--- src/rtl/sop_vector_driver.sv ---
// Purpose : exhaustive 32-vector sweep of a 5-input SOP function; checks S_OR3 against EXP_MASK.
// Latency : each vector is held SETTLE+1 cycles; a full sweep keeps busy high 32*(SETTLE+1) cycles.
// Backpr. : none; start is ignored while busy, abort ends a running sweep and invalidates results.
//
// Ports:
//   clk, rst_n            clock (rising edge), asynchronous active-low reset
//   start, abort          sweep control pulses
//   S_OR3                 response of the function under test (sampled only in SAMPLE)
//   X,Y,Z,K,M             registered stimulus = current vector index (X is the MSB), 0 when idle
//   busy, done, pass      sweep status; pass is meaningful only while done is high
//   err_cnt               mismatching vectors in the last sweep (0..32)
//   first_err_idx/_valid  index of the first mismatch and whether one was seen
//   captured              raw sampled responses, bit i = vector i
module sop_vector_driver #(
   parameter int unsigned SETTLE   = 1,
   parameter logic [31:0] EXP_MASK = 32'h0AAE8D5D
) (
   input  logic        clk,
   input  logic        rst_n,
   input  logic        start,
   input  logic        abort,
   input  logic        S_OR3,
   output logic        X,
   output logic        Y,
   output logic        Z,
   output logic        K,
   output logic        M,
   output logic        busy,
   output logic        done,
   output logic        pass,
   output logic [5:0]  err_cnt,
   output logic [4:0]  first_err_idx,
   output logic        first_err_valid,
   output logic [31:0] captured
);

   typedef enum logic [1:0] {
      ST_IDLE   = 2'd0,
      ST_HOLD   = 2'd1,
      ST_SAMPLE = 2'd2,
      ST_DONE   = 2'd3
   } state_t;

   // Last value of the settle counter before sampling. With SETTLE = 0 the HOLD
   // state is skipped entirely so that every vector still takes exactly one cycle.
   localparam logic [3:0] SETTLE_LAST = (SETTLE == 0) ? 4'd0 : 4'(SETTLE - 1);
   localparam state_t     VEC_ENTRY   = (SETTLE == 0) ? ST_SAMPLE : ST_HOLD;
   localparam logic [5:0] ERR_MAX     = 6'd32;

   state_t      state_q, state_d;
   logic [4:0]  idx_q, idx_d;
   logic [3:0]  cnt_q, cnt_d;
   logic        done_q, done_d;
   logic        pass_q, pass_d;
   logic [5:0]  err_q, err_d;
   logic [4:0]  fidx_q, fidx_d;
   logic        fvld_q, fvld_d;
   logic [31:0] cap_q, cap_d;

   logic        mismatch;
   logic [5:0]  err_nxt;

   // ------------------------------------------------------------------
   // Next-state and result logic
   // ------------------------------------------------------------------
   always_comb begin
      state_d  = state_q;
      idx_d    = idx_q;
      cnt_d    = cnt_q;
      done_d   = done_q;
      pass_d   = pass_q;
      err_d    = err_q;
      fidx_d   = fidx_q;
      fvld_d   = fvld_q;
      cap_d    = cap_q;
      mismatch = 1'b0;
      err_nxt  = err_q;

      case (state_q)
         ST_IDLE, ST_DONE: begin
            // abort has no meaning outside a sweep, so start always wins here.
            if (start) begin
               state_d = VEC_ENTRY;
               idx_d   = 5'd0;
               cnt_d   = 4'd0;
               done_d  = 1'b0;
               pass_d  = 1'b0;
               err_d   = 6'd0;
               fidx_d  = 5'd0;
               fvld_d  = 1'b0;
               cap_d   = 32'd0;
            end
         end

         ST_HOLD: begin
            if (abort) begin
               state_d = ST_IDLE;
               idx_d   = 5'd0;
               cnt_d   = 4'd0;
               done_d  = 1'b0;
               pass_d  = 1'b0;
            end else if (cnt_q == SETTLE_LAST) begin
               cnt_d   = 4'd0;
               state_d = ST_SAMPLE;
            end else begin
               cnt_d   = cnt_q + 4'd1;
            end
         end

         ST_SAMPLE: begin
            if (abort) begin
               // Partial err_cnt/captured stay visible but done/pass say they are invalid.
               state_d = ST_IDLE;
               idx_d   = 5'd0;
               cnt_d   = 4'd0;
               done_d  = 1'b0;
               pass_d  = 1'b0;
            end else begin
               cap_d[idx_q] = S_OR3;
               mismatch     = (S_OR3 != EXP_MASK[idx_q]);
               if (mismatch && (err_q != ERR_MAX)) begin
                  err_nxt = err_q + 6'd1;
               end
               err_d = err_nxt;
               if (mismatch && !fvld_q) begin
                  fvld_d = 1'b1;
                  fidx_d = idx_q;
               end
               // Exit on the last vector before incrementing so the index never wraps.
               if (idx_q == 5'd31) begin
                  state_d = ST_DONE;
                  idx_d   = 5'd0;
                  done_d  = 1'b1;
                  pass_d  = (err_nxt == 6'd0);
               end else begin
                  idx_d   = idx_q + 5'd1;
                  state_d = VEC_ENTRY;
               end
            end
         end

         default: begin
            state_d = ST_IDLE;
            idx_d   = 5'd0;
            cnt_d   = 4'd0;
         end
      endcase
   end

   // ------------------------------------------------------------------
   // State registers
   // ------------------------------------------------------------------
   always_ff @(posedge clk or negedge rst_n) begin
      if (!rst_n) begin
         state_q <= ST_IDLE;
         idx_q   <= 5'd0;
         cnt_q   <= 4'd0;
         done_q  <= 1'b0;
         pass_q  <= 1'b0;
         err_q   <= 6'd0;
         fidx_q  <= 5'd0;
         fvld_q  <= 1'b0;
         cap_q   <= 32'd0;
      end else begin
         state_q <= state_d;
         idx_q   <= idx_d;
         cnt_q   <= cnt_d;
         done_q  <= done_d;
         pass_q  <= pass_d;
         err_q   <= err_d;
         fidx_q  <= fidx_d;
         fvld_q  <= fvld_d;
         cap_q   <= cap_d;
      end
   end

   // ------------------------------------------------------------------
   // Outputs: all come straight from flops (busy is a decode of state_q).
   // idx_q is forced to 0 outside a sweep, so the stimulus rests at 0.
   // ------------------------------------------------------------------
   assign X               = idx_q[4];
   assign Y               = idx_q[3];
   assign Z               = idx_q[2];
   assign K               = idx_q[1];
   assign M               = idx_q[0];
   assign busy            = (state_q == ST_HOLD) || (state_q == ST_SAMPLE);
   assign done            = done_q;
   assign pass            = pass_q;
   assign err_cnt         = err_q;
   assign first_err_idx   = fidx_q;
   assign first_err_valid = fvld_q;
   assign captured        = cap_q;

endmodule

--- config.mk ---
export PLATFORM = sky130hd
export DESIGN_NAME = sop_vector_driver
export DESIGN_NICKNAME = d
export VERILOG_FILES = /design/src/rtl/sop_vector_driver.sv
export SDC_FILE = /design/constraint.sdc
export NUM_CORES = 1
export LEC_CHECK = 0
export CORE_ASPECT_RATIO = 0.9
export CORE_UTILIZATION = 32
export DETAILED_ROUTE_END_ITERATION = 10
export GPL_ROUTABILITY_DRIVEN = 0
export GPL_TIMING_DRIVEN = 0
export MAX_ROUTING_LAYER = met4
export PLACE_DENSITY = 0.59
export SYNTH_ARGS = -nofsm -noshare
export SYNTH_HDL_FRONTEND = slang
export SYNTH_SLANG_ARGS = --single-unit
--- constraint.sdc ---
create_clock -name clk -period 2.4 [get_ports clk]
set_input_delay 0.36 -clock clk [delete_from_list [all_inputs] [get_ports clk]]
set_output_delay 0.36 -clock clk [all_outputs]
set_load 0.05 [all_outputs]
=== Word-level counts from Yosys, hierarchy flattened ===
Memory sizes are Yosys's and may differ from the RTL's.
Cells that the tools add are included.

* Input bits: 5
* Output and inout port bits: 52
* Word-level logic and storage cells: 87
* Memories: 1
* Register bits: 57
* Memory bits (read-only): 32

{| class="wikitable"
|+ Memory list
! name !! words !! bits a word !! read ports !! clocked after memory_dff !! write ports !! line !! RTL
|-
| (name not given) || 32 || 1 || 1 || 0 || 0 || 120 || <nowiki>mismatch = (S_OR3 != EXP_MASK[idx_q]);</nowiki>
|}

* Mux-type cells: 43
* Equal/unequal tests: 13
* Add/subtract/negate cells: 3
* Reductions and logical operators: 16
* Order comparisons: 2

{| class="wikitable"
|+ Operator list
! kind !! count
|-
| $mux W32 || 2
|-
| $pmux W32 S2 || 1
|-
| $bwmux W32 || 1
|-
| $mux W5 || 6
|-
| $mux W6 || 5
|-
| $mux W4 || 4
|-
| $pmux W5 S3 || 1
|-
| $pmux W4 S3 || 1
|-
| $pmux W6 S2 || 1
|-
| $mux W1 || 10
|-
| $mux W2 || 5
|-
| $ne A2 B2 Y1 const B || 5
|-
| $pmux W5 S2 || 1
|-
| $add A6 B1 Y6 const B || 1
|-
| $logic_not A6 Y1 || 1
|-
| $lt A5 B6 Y1 const B || 1
|-
| $ne A3 B3 Y1 const B || 2
|-
| $ne A6 B6 Y1 const B || 1
|-
| $pmux W1 S3 || 2
|-
| $pmux W2 S3 || 1
|-
| $reduce_and A2 Y1 || 3
|-
| $reduce_and A3 Y1 || 2
|-
| $add A5 B1 Y5 const B || 1
|-
| $demux W1 S5 || 1
|-
| 15 further kinds || 18
|}

=== Depth between registers and ports, before layout ===
* Depth after elaboration: 11
* Depth in mapped cells: 10
* Mapped depth without buffers: 9

=== Least setup slack after synthesis ===
Ideal clock, no wire load.

* Path kind: register to register
* From: reg idx_q[0]
* To: reg pass_q, in the netlist pass
* Stages on the path, launching flop included: 11
* Data required time: 2.290 ns
* Clock period less this slack: 2.961 ns
* Path buffers: 2
* Arrival time: 2.851 ns
* Setup slack: -0.561 ns
* Setup time: 0.110 ns
* Cell sequence: dfrtp_1 > buf_4 > inv_1 > ha_1 > buf_2 > o21a_1 > mux4_2 > xnor2_4 > nand4_1 > xnor2_1 > o41ai_1

* Longest elaborated chain between the ends: 11
* Elaborated cells on any way between the ends: 14
* Those cells by class: eq/ne: 3; mux: 7; reduce/logical: 3; memory: 1

{| class="wikitable"
|+ Ends and longest elaborated chain
! item !! line !! RTL
|-
| start, declared || 51 || <nowiki>logic [4:0] idx_q, idx_d;</nowiki>
|-
| start signal, assigned || 166 || <nowiki>idx_q <= idx_d;</nowiki>
|-
| $mem_v2 Z32 W1 || n/a ||
|-
| $mux W1 (not written as such) || 120 ||
|-
| $ne A1 B1 Y1 || 120 ||
|-
| $logic_and A1 B1 Y1 || 121 || <nowiki>if (mismatch && (err_q != ERR_MAX)) begin</nowiki>
|-
| $mux W6 || 121 ||
|-
| $mux W6 || 111 || <nowiki>if (abort) begin</nowiki>
|-
| $mux W6 || 79 || <nowiki>case (state_q)</nowiki>
|-
| $logic_not A6 Y1 || 134 || <nowiki>pass_d = (err_nxt == 6'd0);</nowiki>
|-
| $mux W1 || 130 || <nowiki>if (idx_q == 5'd31) begin</nowiki>
|-
| $mux W1 || 111 ||
|-
| $pmux W1 S3 || 79 ||
|-
| end signal, assigned || 169 || <nowiki>pass_q <= pass_d;</nowiki>
|-
| end, declared || 54 || <nowiki>logic pass_q, pass_d;</nowiki>
|}

Parallel ways exist; a longest one is shown, timed or not. The select of a mux whose other input is x is not followed.
A chain may end at the register's enable or synchronous reset.

=== Worst setup path in the final report ===
* From: reg idx_q[0]
* To: reg fidx_q[2], in the netlist first_err_idx[2]

* Longest elaborated chain between the ends: 6

{| class="wikitable"
|+ Ends and longest elaborated chain
! item !! line !! RTL
|-
| $mem_v2 Z32 W1 || n/a ||
|-
| $mux W1 (not written as such) || 120 ||
|-
| $ne A1 B1 Y1 || 120 ||
|-
| $logic_and A1 B1 Y1 || 125 || <nowiki>if (mismatch && !fvld_q) begin</nowiki>
|-
| $ne A2 B2 Y1 (no line) || n/a ||
|-
| $reduce_and A4 Y1 (no line) || n/a ||
|-
| end signal, assigned || 171 || <nowiki>fidx_q <= fidx_d;</nowiki>
|-
| end, declared || 56 || <nowiki>logic [4:0] fidx_q, fidx_d;</nowiki>
|}

Every way passes these cells. The select of a mux whose other input is x is not followed.

==> results.md <==
• **violated checks** setup timing
• **VDD IR-drop max** 0.471 mV
• **aggregate global-route resource usage** 19.4%
• **final-layout fill cell count** 901
• **relative slew slack** 42.8%
• **number of clock buffers inserted by TritonCTS** 9
• **ratio of routed vias to standard cells** 5.22
• **Arrival @ worst endpoint** 2680 ps
• **most area-hungry cell type in the Yosys netlist** sky130_fd_sc_hd__dfrtp_1
• **Initial Util** 33.2%
• **number of buffers inserted by port buffering** 56
• **top flip-flop cell by instance count after synthesis** sky130_fd_sc_hd__dfrtp_1
• **Fin Clk Skew** 11.1 ps
• **GR Overflow Total** 0
• **accumulated negative setup slack** -281 ps
• **setup slack on the worst flop-to-flop path** -50 ps
• **antenna violations before repair** 0
• **wire length reported by the detailed router** 8860 um
• **power density cells** 722 nW/um^2
• **total count of max-transition violations in the final report** 0
• **clock root cell** sky130_fd_sc_hd__clkbuf_8
• **I/O Pins** 57
• **depth of the worst register-to-register path** 10
• **core utilization of the finished layout** 45.6%
• **synthesized instance count** 324
• **largest cells by area after synthesis** sky130_fd_sc_hd__dfrtp_1, sky130_fd_sc_hd__o21ai_0, sky130_fd_sc_hd__a21boi_0, sky130_fd_sc_hd__ha_1, sky130_fd_sc_hd__nand3_1
• **final worst-path cycle share** 102%
• **share of synthesized registers carrying an async set or reset** 100%
• **worst endpoint required time** 2630 ps
• **layout cells sized above 1** 14.7%
• **half-perimeter wire length of the detailed placement result** 6020 um
• **share of synthesized area occupied by flip-flops and latches** 46.9%
• **post-synth top area share** 46.9%
• **result of the run** finished with violations
• **number of failing setup endpoints in the final timing report** 8
• **clock tree from TritonCTS** built
• **Yosys warning total** 0
• **cell area after synthesis** 3040 sq um
• **setup slack after placement** -340 ps
• **n_diodes** 0
• **register bit total from synthesis** 57
• **path class of the lowest-slack min-delay path** input port to async pin
• **Tmin final** 2450 ps
• **area enclosed by the die boundary** 9890 sq um
• **library cell with the highest instance count after synthesis** sky130_fd_sc_hd__o21ai_0
• **pin slew with the least headroom to its limit** 858 ps
• **start-to-end type of the worst setup path** flip-flop to flip-flop
• **Avg Synthesized Cell Area** 9.38 sq um
• **Setup crit start kind** flip-flop
• **timing-limited maximum frequency** 408 MHz
• **via count of the first global-routing pass** 2,763
• **maximum fanout along the worst path** 6
• **number of sinks handled by clock tree synthesis** 57
• **Total Power Consumption** 3.01 mW
• **critical register-to-register path startpoint** idx_q[0]$_DFFE_PN0P_
• **die height** 94.5 um
• **DR pass1 iterations** 4
• **routed length per instance** 16.7 um
• **endpoint of the lowest-slack register-to-register path** first_err_idx[2]$_DFFE_PN0P_
• **insertion delay of the later-clocked pin in the worst-skew pair** 340 ps
• **endpoint type of the worst setup path** flip-flop
• **Post-Synthesis Net Count** 340
• **total vias in the final route** 2,769
• **number of max-capacitance violations reported** 0
• **row cnt** 33
• **unrepaired setup endpoints after global routing** true
• **commonest cells in the netlist** sky130_fd_sc_hd__o21ai_0, sky130_fd_sc_hd__dfrtp_1, sky130_fd_sc_hd__a21boi_0, sky130_fd_sc_hd__nand3_1, sky130_fd_sc_hd__clkbuf_1
• **wire length of the first global-routing pass** 14,400 um
• **core region area** 9170 sq um
• **number of synthesized flops with an enable pin** 0
• **CTS Buffer Depth** 2
• **unique cell type count in the Yosys netlist** 42
• **Final Hold Viols** 0
• **die width** 105 um
• **number of nets in the finished design** 419
• **antenna violation net count after detailed routing** 0
• **slack of the critical path** -52.2 ps
• **total number of H-tree levels** 3
• **drt first-iter violations** 178
• **largest net degree at the start of global routing** 36
• **Remaining DRCs** 0
• **leakage component of the power** 1.74 nW
• **clock input transition at the sequential cells of the worst setup and hold paths** 70 ps
• **synthesis-to-layout area growth** 37.4%
-- worst max-delay path by stage --
stage                           start                           end  slack [ps]  cells past startpoint
2_1_floorplan    idx_q[0]$_DFFE_PN0P_              pass$_DFFE_PN0P_        -290                     10
3_3_place_gp                    rst_n          idx_q[1]$_DFFE_PN0P_       -1140                      1
3_5_place_dp   state_q[0]$_DFFE_PN0P_      captured[20]$_DFFE_PN0P_        -340                      8
4_1_cts          idx_q[0]$_DFFE_PN0P_              pass$_DFFE_PN0P_         -50                      9
5_1_grt          idx_q[0]$_DFFE_PN0P_              pass$_DFFE_PN0P_        -140                      9
6_report         idx_q[0]$_DFFE_PN0P_  first_err_idx[2]$_DFFE_PN0P_         -50                     10
-- power breakdown --
part / total, mW / leakage (nW) / internal, mW / switching, mW
Clock: 0.964 / 0.102 / 0.585 / 0.379
Combinational: 1.03 / 0.851 / 0.363 / 0.663
Sequential: 1.02 / 0.790 / 0.993 / 0.0312
-- cell type report --
cell class	instances	area (sq um)	area share, %
tap	122	153	3.65
sequential	57	1430	34.2
clock buffer	13	139	3.33
clock inverter	3	65.1	1.56
multi-input combinational	236	1560	37.3
inverter	13	51.3	1.23
timing repair buffer	70	691	16.5
buffer	16	91.3	2.19
-- stage by stage --
step                hold slack [ps]  area [sq um]  cells
floorplan                      64.4          3070    324
global placement                494          3780    502
detailed placement              491          3800    503
CTS                             143          4130    530
global route                    164          4180    530
finish                          111          4180    530
-- repair_timing --
action,in CTS,in global routing
setup endpoints to repair,44,43
setup buffers,12,3
endpoints found under the hold margin,0,0
pin swaps,7,13
hold buffers,0,0
resized for setup,15,19
-- logic make-up after synthesis --
logic type	Yosys count	synth area share [%]
XOR/XNOR	4	1.77
multiplexers	4	1.89
buffers and inverters	31	4.28
adder cells (fa/ha/maj)	11	4.53
AO/OA/AOI/OAI	144	28.4
AND/OR/NAND/NOR	73	12.2
flip-flops	57	46.9
-- worst max-delay path: stages (launching register included) --
cell                       delay (ps)
sky130_fd_sc_hd__dfrtp_2          410
sky130_fd_sc_hd__buf_6            130
sky130_fd_sc_hd__inv_4             40
sky130_fd_sc_hd__ha_4             150
sky130_fd_sc_hd__o21a_1           150
sky130_fd_sc_hd__mux4_2           510
sky130_fd_sc_hd__xnor2_4          290
sky130_fd_sc_hd__buf_6            150
sky130_fd_sc_hd__nand2b_4          60
sky130_fd_sc_hd__a21o_4           240
sky130_fd_sc_hd__a22o_1           210
-- layer usage --
layer	routed length, um	GRT usage (%)
met1	4220	25.4
met2	3990	30.0
met3	522	4.42
met4	130	6.34
met5	0	-
-- flip-flops by register name, summed over array words and instances (netlist names) --
register and cells:
done 1, pass 1, state_q 2, first_err_valid 1
captured 32, err_cnt 6, first_err_idx 5, cnt_q 4
idx_q 5
-- cells in the final DEF, fill, tap and decap left out, drive strengths merged --
cell,count
inv,12
o41ai,2
nand3,17
clkinv,2
o31a,1
bufinv,2
and3,4
mux2i,2
and2,5
buf,19
mux2,1
nand4,3
nor2b,3
nand2,13
a31oi,1
o22ai,3
ha,11
a21boi,32
o31ai,1
a21oi,9
o21ai,82
a22o,7
nand3b,1
a311oi,1
or3,2
clkdlybuf4s50,54
mux4,1
or2,1
dfrtp,57
clkbuf,25
nand2b,5
xnor2,4
nor3,6
nor2,13
a21o,4
o21a,1
dlygate4sd2,1
Power figures use the tool's default switching activity.
